[src/rtl/alu_control_seq.sv]
// rtl/alu_control_seq.sv - registered, handshaked ALU control decoder with MUL/DIV pacing
//
// Ports:
//   clk        in   1     rising-edge clock
//   reset      in   1     synchronous active-high reset
//   in_valid   in   1     request valid
//   in_ready   out  1     request can be accepted this cycle
//   alu_op     in   2     ALUOp from main control
//   funct      in   4     {funct7[5], funct3}
//   m_ext      in   1     funct7 == 0000001
//   out_valid  out  1     operation/illegal valid
//   out_ready  in   1     consumer accepts output
//   operation  out  OP_W  ALU operation code (bits above 3 are zero)
//   illegal    out  1     request had no legal decode
//   busy       out  1     multi-cycle operation in progress

module alu_control_seq #(
  parameter int OP_W    = 4,
  parameter int MUL_LAT = 3,
  parameter int DIV_LAT = 8
) (
  input  logic            clk,
  input  logic            reset,
  input  logic            in_valid,
  output logic            in_ready,
  input  logic [1:0]      alu_op,
  input  logic [3:0]      funct,
  input  logic            m_ext,
  output logic            out_valid,
  input  logic            out_ready,
  output logic [OP_W-1:0] operation,
  output logic            illegal,
  output logic            busy
);

  localparam int MAX_LAT = (MUL_LAT > DIV_LAT) ? MUL_LAT : DIV_LAT;
  localparam int CNT_W   = $clog2(MAX_LAT + 1);

  localparam logic [3:0] OP_AND = 4'b0000;
  localparam logic [3:0] OP_OR  = 4'b0001;
  localparam logic [3:0] OP_ADD = 4'b0010;
  localparam logic [3:0] OP_XOR = 4'b0011;
  localparam logic [3:0] OP_SLT = 4'b0100;
  localparam logic [3:0] OP_SUB = 4'b0110;
  localparam logic [3:0] OP_MUL = 4'b1000;
  localparam logic [3:0] OP_DIV = 4'b1001;

  typedef enum logic [1:0] {
    IDLE = 2'd0,
    EXEC = 2'd1,
    DONE = 2'd2
  } state_t;

  state_t           state, state_next;
  logic [CNT_W-1:0] cnt, cnt_next;
  logic [3:0]       op_q, op_next;
  logic             illegal_q, illegal_next;
  logic             out_valid_q;
  logic             busy_q;

  logic [3:0]       dec_op;
  logic             dec_illegal;
  logic             dec_multi;
  logic [CNT_W-1:0] dec_load;
  logic             accept;

  // Request decode; dec_load is the counter preload (LAT-1) for multi-cycle ops.
  always_comb begin
    dec_op      = 4'b0000;
    dec_illegal = 1'b0;
    dec_multi   = 1'b0;
    dec_load    = '0;
    case (alu_op)
      2'b00: dec_op = OP_ADD;
      2'b01: begin
        case (funct[2:0])
          3'b000:  dec_op = OP_SUB;
          3'b100:  dec_op = OP_SLT;
          default: dec_illegal = 1'b1;
        endcase
      end
      2'b10: begin
        if (!m_ext) begin
          case (funct)
            4'b0000: dec_op = OP_ADD;
            4'b1000: dec_op = OP_SUB;
            4'b0111: dec_op = OP_AND;
            4'b0110: dec_op = OP_OR;
            4'b0100: dec_op = OP_XOR;
            default: dec_illegal = 1'b1;
          endcase
        end else begin
          case (funct[2:0])
            3'b000: begin
              dec_op    = OP_MUL;
              dec_multi = 1'b1;
              dec_load  = CNT_W'(MUL_LAT - 1);
            end
            3'b100: begin
              dec_op    = OP_DIV;
              dec_multi = 1'b1;
              dec_load  = CNT_W'(DIV_LAT - 1);
            end
            default: dec_illegal = 1'b1;
          endcase
        end
      end
      default: dec_illegal = 1'b1;
    endcase
  end

  // In DONE the slot frees up in the same cycle the consumer takes the result.
  assign in_ready = (state == IDLE) || ((state == DONE) && out_ready);
  assign accept   = in_valid && in_ready;

  always_comb begin
    state_next   = state;
    cnt_next     = cnt;
    op_next      = op_q;
    illegal_next = illegal_q;

    case (state)
      EXEC: begin
        // Leave EXEC on the edge where the counter reaches zero.
        if (cnt <= CNT_W'(1)) begin
          cnt_next   = '0;
          state_next = DONE;
        end else begin
          cnt_next = cnt - CNT_W'(1);
        end
      end
      DONE: begin
        if (out_ready) begin
          state_next = IDLE;
        end
      end
      default: ;
    endcase

    // Accept is only possible from IDLE or from DONE while draining, and in
    // both cases the new request is launched exactly as from IDLE.
    if (accept) begin
      op_next      = dec_op;
      illegal_next = dec_illegal;
      cnt_next     = dec_load;
      state_next   = (dec_multi && (dec_load != '0)) ? EXEC : DONE;
    end
  end

  always_ff @(posedge clk) begin
    if (reset) begin
      state       <= IDLE;
      cnt         <= '0;
      op_q        <= 4'b0000;
      illegal_q   <= 1'b0;
      out_valid_q <= 1'b0;
      busy_q      <= 1'b0;
    end else begin
      state       <= state_next;
      cnt         <= cnt_next;
      op_q        <= op_next;
      illegal_q   <= illegal_next;
      out_valid_q <= (state_next == DONE);
      busy_q      <= (state_next == EXEC);
    end
  end

  assign out_valid = out_valid_q;
  assign busy      = busy_q;
  assign illegal   = illegal_q;
  assign operation = OP_W'(op_q);

endmodule

[config.mk]
export PLATFORM = sky130hd
export DESIGN_NAME = alu_control_seq
export DESIGN_NICKNAME = d
export VERILOG_FILES = /design/src/rtl/alu_control_seq.sv
export SDC_FILE = /design/constraint.sdc
export NUM_CORES = 1
export LEC_CHECK = 0
export ABC_AREA = 1
export CAP_MARGIN = 10
export CORE_MARGIN = 2
export CORE_UTILIZATION = 52
export CTS_CLUSTER_SIZE = 40
export DETAILED_ROUTE_END_ITERATION = 10
export HOLD_SLACK_MARGIN = 0.05
export PLACE_DENSITY_LB_ADDON = 0.15
export REMOVE_ABC_BUFFERS = 1
export SYNTH_ARGS = -nofsm -noshare
export SYNTH_HDL_FRONTEND = slang
export SYNTH_SLANG_ARGS = --single-unit
[constraint.sdc]
create_clock -name clk -period 2.7 [get_ports clk]
set_clock_uncertainty 0.2 [all_clocks]
set_input_delay 0.54 -clock clk [delete_from_list [all_inputs] [get_ports clk]]
set_output_delay 0.54 -clock clk [all_outputs]
set_load 0.005 [all_outputs]
==> run_summary.xml <==
<?xml version="1.0" encoding="UTF-8"?>
<metrics>
  <group name="floorplanning">
    <metric name="dieArea" unit="mm^2">0.00198</metric>
    <metric name="floorplan.die.width" unit="um">44.5</metric>
    <metric name="initial_core_util" unit="%">55.9</metric>
    <metric name="core_footprint" unit="mm^2">0.00152</metric>
    <metric name="io-pin-count" unit="">19</metric>
    <metric name="die_y" unit="um">44.5</metric>
    <metric name="floorplan.rows" unit="">14</metric>
  </group>
  <group name="logic_synthesis">
    <metric name="synth_top_area_cell" unit="">dfxtp_1</metric>
    <metric name="post_synth_num_cell_types" unit="">22</metric>
    <metric name="synth-seq-cells" unit="">13</metric>
    <metric name="most_common_cell_in_the_synthesized_netlist" unit="">nand2_1</metric>
    <metric name="synth.yosys.warnings" unit="">0</metric>
    <metric name="postSynthAreaPerCell" unit="um^2">6.82</metric>
    <metric name="synth-seq-area-share" unit="%">30.5</metric>
    <metric name="post_synth_instance_area" unit="um^2">852</metric>
    <metric name="post-synth-top-area-fraction" unit="%">30.5</metric>
    <metric name="postSynthCellCount" unit="">125</metric>
    <metric name="proportion_of_synthesized_flip_flops_having_asynchronous_set_or_reset" unit="%">0</metric>
    <metric name="yosys-top-cells-count" unit="">nand2_1 (27), inv_1 (22), dfxtp_1 (13), nand3_1 (10), a21oi_1 (9)</metric>
    <metric name="synth-edff-count" unit="">0</metric>
    <metric name="synth_top_cells_by_area" unit="">dfxtp_1 (31%), nand2_1 (12%), inv_1 (9.7%)</metric>
    <metric name="synth_ff_type" unit="">dfxtp_1</metric>
  </group>
  <group name="pwr">
    <metric name="power_density" unit="mW/mm^2">440</metric>
    <metric name="p_total" unit="mW">0.470</metric>
    <metric name="vdd_ir_drop_max" unit="uV">309</metric>
    <metric name="total_leakage_power" unit="nW">0.507</metric>
  </group>
  <group name="setup_path">
    <metric name="critical_path_required" unit="ns">1.96</metric>
    <metric name="path_cells" unit="">clkdlybuf4s50_1, nand2_1, nand2_2, clkdlybuf4s50_1</metric>
    <metric name="cp_slowest_cell" unit="">clkdlybuf4s50_1</metric>
    <metric name="timing.critical_path.mode_cell" unit="">clkdlybuf4s50_1</metric>
    <metric name="crit_fanout" unit="">3</metric>
    <metric name="cp-end-kind" unit="">output pin</metric>
    <metric name="timing_worst_setup_path_type" unit="">input pin to output pin</metric>
    <metric name="crit_path_start_kind" unit="">input pin</metric>
    <metric name="rrSetupSlack" unit="ns">1.00</metric>
    <metric name="r2r.worst_path.cells" unit="">10</metric>
    <metric name="worst-endpoint-arrival" unit="ns">1.68</metric>
    <metric name="cp_slowest_stage_delay" unit="ns">0.50</metric>
  </group>
  <group name="global_route">
    <metric name="global_route.usage.total" unit="%">20.7</metric>
    <metric name="antenna_found_initial" unit="">0</metric>
    <metric name="number_of_global_route_vias_before_repair" unit="">788</metric>
    <metric name="grt.overflow.total" unit="">0</metric>
    <metric name="global_route_wire_length_before_repair" unit="mm">2.94</metric>
    <metric name="largest_net_degree_at_the_start_of_global_routing" unit="">15</metric>
  </group>
  <group name="cells_and_area">
    <metric name="nNetsFinal" unit="">163</metric>
    <metric name="antennaDiodeCount" unit="">0</metric>
    <metric name="area_delta_synth_final" unit="%">25.3</metric>
    <metric name="layout-drive-gt1-share" unit="%">13.0</metric>
  </group>
  <group name="route">
    <metric name="wire_per_inst" unit="um">10.6</metric>
    <metric name="detail_route.vias_per_cell" unit="">5.14</metric>
    <metric name="drc" unit="">0</metric>
    <metric name="vias" unit="">832</metric>
    <metric name="antenna_left" unit="">0</metric>
    <metric name="first_drt_iteration_drcs" unit="">6</metric>
    <metric name="routed_wl" unit="mm">1.72</metric>
    <metric name="firstDrtPassIters" unit="">4</metric>
  </group>
  <group name="sta">
    <metric name="drv_slew" unit="">0</metric>
    <metric name="tns" unit="ns">0</metric>
    <metric name="clock.fmax" unit="MHz">414</metric>
    <metric name="final_hold_viol_count" unit="">0</metric>
    <metric name="setup-violations-final" unit="">0</metric>
    <metric name="final.min_clock_period" unit="ns">2.42</metric>
    <metric name="final_min_period_over_clock_period" unit="%">89.5</metric>
    <metric name="relSlewSlack" unit="%">82.5</metric>
    <metric name="worst-slew-pin-transition" unit="ns">0.262</metric>
    <metric name="grt_setup_unrepaired" unit="">no</metric>
  </group>
  <group name="clocking">
    <metric name="tritoncts" unit="">yes</metric>
    <metric name="htree_levels" unit="">1</metric>
    <metric name="setup_fix_buffers_added_after_clock_tree_synthesis" unit="">0</metric>
    <metric name="postCtsResizedCells" unit="">0</metric>
    <metric name="cts_hold_repair.buffers" unit="">0</metric>
    <metric name="clk_pin_slew" unit="ns">0.08</metric>
    <metric name="cts_num_sinks" unit="">13</metric>
    <metric name="worstSkewPairLatency" unit="ns">0.28</metric>
    <metric name="tritoncts.num_buffers" unit="">3</metric>
    <metric name="cts_buffer_depth" unit="">2</metric>
    <metric name="cts_root_buffer" unit="">clkbuf_4</metric>
  </group>
  <group name="worst_hold_path">
    <metric name="hold_path_class" unit="">flop to flop</metric>
    <metric name="min_delay_path_depth" unit="">2</metric>
  </group>
  <group name="outcome">
    <metric name="run_status" unit="">complete, no violations</metric>
  </group>
  <group name="place">
    <metric name="dpl.hpwl" unit="mm">1.37</metric>
    <metric name="gp_congestion" unit="">0.827</metric>
    <metric name="port-buffer-count" unit="">18</metric>
  </group>
  <group name="flow_run">
    <metric name="max_cap_violations" unit="">0</metric>
  </group>
</metrics>
## cell usage in the layout (no fill, tap or decap), types with 2 or more instances in the layout
cell type	count
inv_1	22
nand2_2	6
nor2_4	2
a21oi_1	9
nand4_1	2
nand3_2	2
nand2_1	27
ha_1	5
clkdlybuf4s50_1	18
nand3b_1	2
nand3_1	10
nor2_2	3
clkbuf_4	3
o21ai_0	8
dfxtp_1	13
nor2_1	6
## where the power goes
part / internal [mW] / switching (mW) / total, mW
Combinational: 0.0575 / 0.0714 / 0.129
Sequential: 0.205 / 0.00889 / 0.214
Clock: 0.0574 / 0.0699 / 0.127
## layer usage
| metal | wire length (um) | track usage, % | share of wire, % | vias to the layer above |
|---|---|---|---|---|
| li1 | - | - | - | 441 |
| met1 | 738 | 20.6 | 43 | 365 |
| met2 | 858 | 37.1 | 50 | 19 |
| met3 | 77 | 6.12 | 4.5 | 7 |
| met4 | 41 | 12.7 | 2.4 | 0 |
| met5 | 0 | 0 | 0 | - |
## flip-flops by register name (all words and copies together), names as in the netlist
register and flops:
busy 1, state 2, out_valid 1, cnt 4
illegal 1, operation 4
## final timing paths
kind / from / endpoint
setup / recovery: out_ready / in_ready
hold / removal: operation[1] / operation[1]
setup reg to reg: state[0] / cnt[1]
hold reg to reg: operation[1] / operation[1]
## cells by family (layout without fill, tap and decap cells)
| group | after synthesis | count (layout) | synth area share [%] |
|---|---|---|---|
| simple gates | 62 | 62 | 37.2 |
| buf+inv | 24 | 45 | 11.5 |
| compound gates | 21 | 21 | 13.5 |
| flops | 13 | 13 | 30.5 |
| fa+ha+maj | 5 | 5 | 7.34 |
## layout make-up
cell class / count / area [um^2]
Multi-Input combinational cell: 88 / 494
Fill cell: 139 / 457
Sequential cell: 13 / 260
Timing Repair Buffer: 18 / 180
Inverter: 23 / 86.3
Clock buffer: 4 / 26.3
Tap cell: 16 / 20.0
## critical path: cells and delay by family
kind | cells | cell delay, ns
buffers and inverters | 2 | 0.97
and+or+nand+nor | 2 | 0.16
## stage by stage
step	instance area, um^2	utilization (%)	hold slack, ns	worst slack, ns	instances
finish	1070	70.0	0.274	0.283	162
global route	1070	70.0	0.296	0.248	162
CTS	1070	70.0	0.277	0.272	162
detailed placement	1040	68.3	0.265	0.279	158
global placement	1040	68.3	0.256	0.297	158
floorplan	841	-	0.256	1.16	124
(Power assumes the default switching activity.)
==> variant (config.mk and constraints unchanged) <==
The parameter `MUL_LAT` goes from 3 to 2.
--- a/src/rtl/alu_control_seq.sv
+++ b/src/rtl/alu_control_seq.sv
@@ -17,5 +17,5 @@
 module alu_control_seq #(
   parameter int OP_W    = 4,
-  parameter int MUL_LAT = 3,
+  parameter int MUL_LAT = 2,
   parameter int DIV_LAT = 8
 ) (
Function: changed (a bounded check fails within 4 cycles, from zero or initial values and one cycle with reset high).
==> variant against the original RTL <==
Setup slack got worse by 0.0091 ns; cell area down 1.4%; synthesized area decreased by 1.8%; sequential cell count unchanged; wire length decreased by 4.7%; die area down 1.6%; final cell count decreased by 3.7%; power is essentially flat.
==> variant: results <==
metrics = {
    "outcome": {
        "status": "finished, final reports clean",
    },
    "timing": {
        "timing.fmax_mhz": 412,
        "slew_headroom_pct": 83.8,
    },
    "place": {
        "place_ws_ns": 0.272,
        "dpl_cell_area_um2": 1030,
        "dpl.cell_count": 152,
        "dp_hpwl_um": 1290,
    },
    "setup_path": {
        "cp_max_fo": 2,
        "reg2reg_depth": 8,
        "r2r_slack_ns": 0.98,
    },
    "global_route": {
        "grt_max_degree": 12,
        "grt_pass1_vias": 727,
        "track_usage_pct": 20.0,
        "grt_pass1_wl_um": 2880,
    },
    "power": {
        "ir_drop_mv": 0.304,
        "p_leak_uw": 0.000498,
    },
    "drt": {
        "wl_met1_um": 736,
        "dr_wl_met2_um": 774,
        "drt-initial-drc-count": 11,
        "drt-total-wl_um": 1640,
    },
    "layout": {
        "multi_input_area_share_pct": 46.6,
        "multi_input_comb_cells": 85,
        "final-nonclk-buf-share_pct": 17.1,
        "seq_cells": 13,
        "sh_seq_area_pct": 24.7,
        "fin_cells": 156,
        "clk_share_pct": 2.50,
        "nFillCells": 146,
        "inverters": 20,
        "drive_above_1_share_pct": 14.3,
    },
    "yosys": {
        "syn_area_per_cell_um2": 7.03,
        "ys_types": 21,
        "synthCells": 119,
        "ys_seq_area_share_pct": 31.1,
        "synth_area_leaders": "dfxtp_1, nand2_1, ha_1",
    },
}
==> variant: cell types whose count changed after synthesis, sizes merged <==
| cell | before | now |
|---|---|---|
| o21ai | 8 | 6 |
| nand3b | 2 | 0 |
| nand3 | 12 | 13 |
| nand2 | 34 | 28 |
| a21boi | 1 | 2 |
| nand4 | 2 | 4 |
| nor2 | 11 | 14 |
| nor3 | 1 | 2 |
| o211ai | 1 | 0 |
| inv | 23 | 20 |
==> variant: worst min-delay path by stage <==
stage	slack, ns	depth (start not counted)	end
floorplan	0.26	2	operation[0]$_SDFFE_PP0P_
global placement	0.26	2	operation[0]$_SDFFE_PP0P_
detailed placement	0.26	2	operation[0]$_SDFFE_PP0P_
CTS	0.27	2	operation[1]$_SDFFE_PP0P_
global route	0.29	2	operation[1]$_SDFFE_PP0P_
finish	0.27	2	operation[1]$_SDFFE_PP0P_
==> variant: routing by layer <==
| metal | vias up | GRT usage, % |
|---|---|---|
| met4 | 0 | 12.1 |
| met1 | 354 | 23.1 |
| met2 | 22 | 32.9 |
| met5 | - | 0 |
| met3 | 4 | 5.31 |
| li1 | 427 | - |
==> variant: where the power goes <==
group | switching, uW | internal [uW]
Combinational | 73.9 | 60.6
Sequential | 9.64 | 205
Clock | 63.1 | 57.3
==> variant: cell families after synthesis <==
group | share of synthesized area [%]
DFF | 31.1
buffers and inverters | 10.3
AOI/OAI and AO/OA | 13.5
and+or+nand+nor | 37.7
adders and majority gates | 7.47
==> variant: per-stage QoR <==
| stage | utilization [%] | total power, uW |
|---|---|---|
| after global routing | 69.9 | 501 |
| final | 69.9 | 470 |
| after global placement | 68.1 | 349 |
| after detailed placement | 68.1 | 354 |
| after CTS | 69.9 | 476 |
| after floorplan | - | 302 |
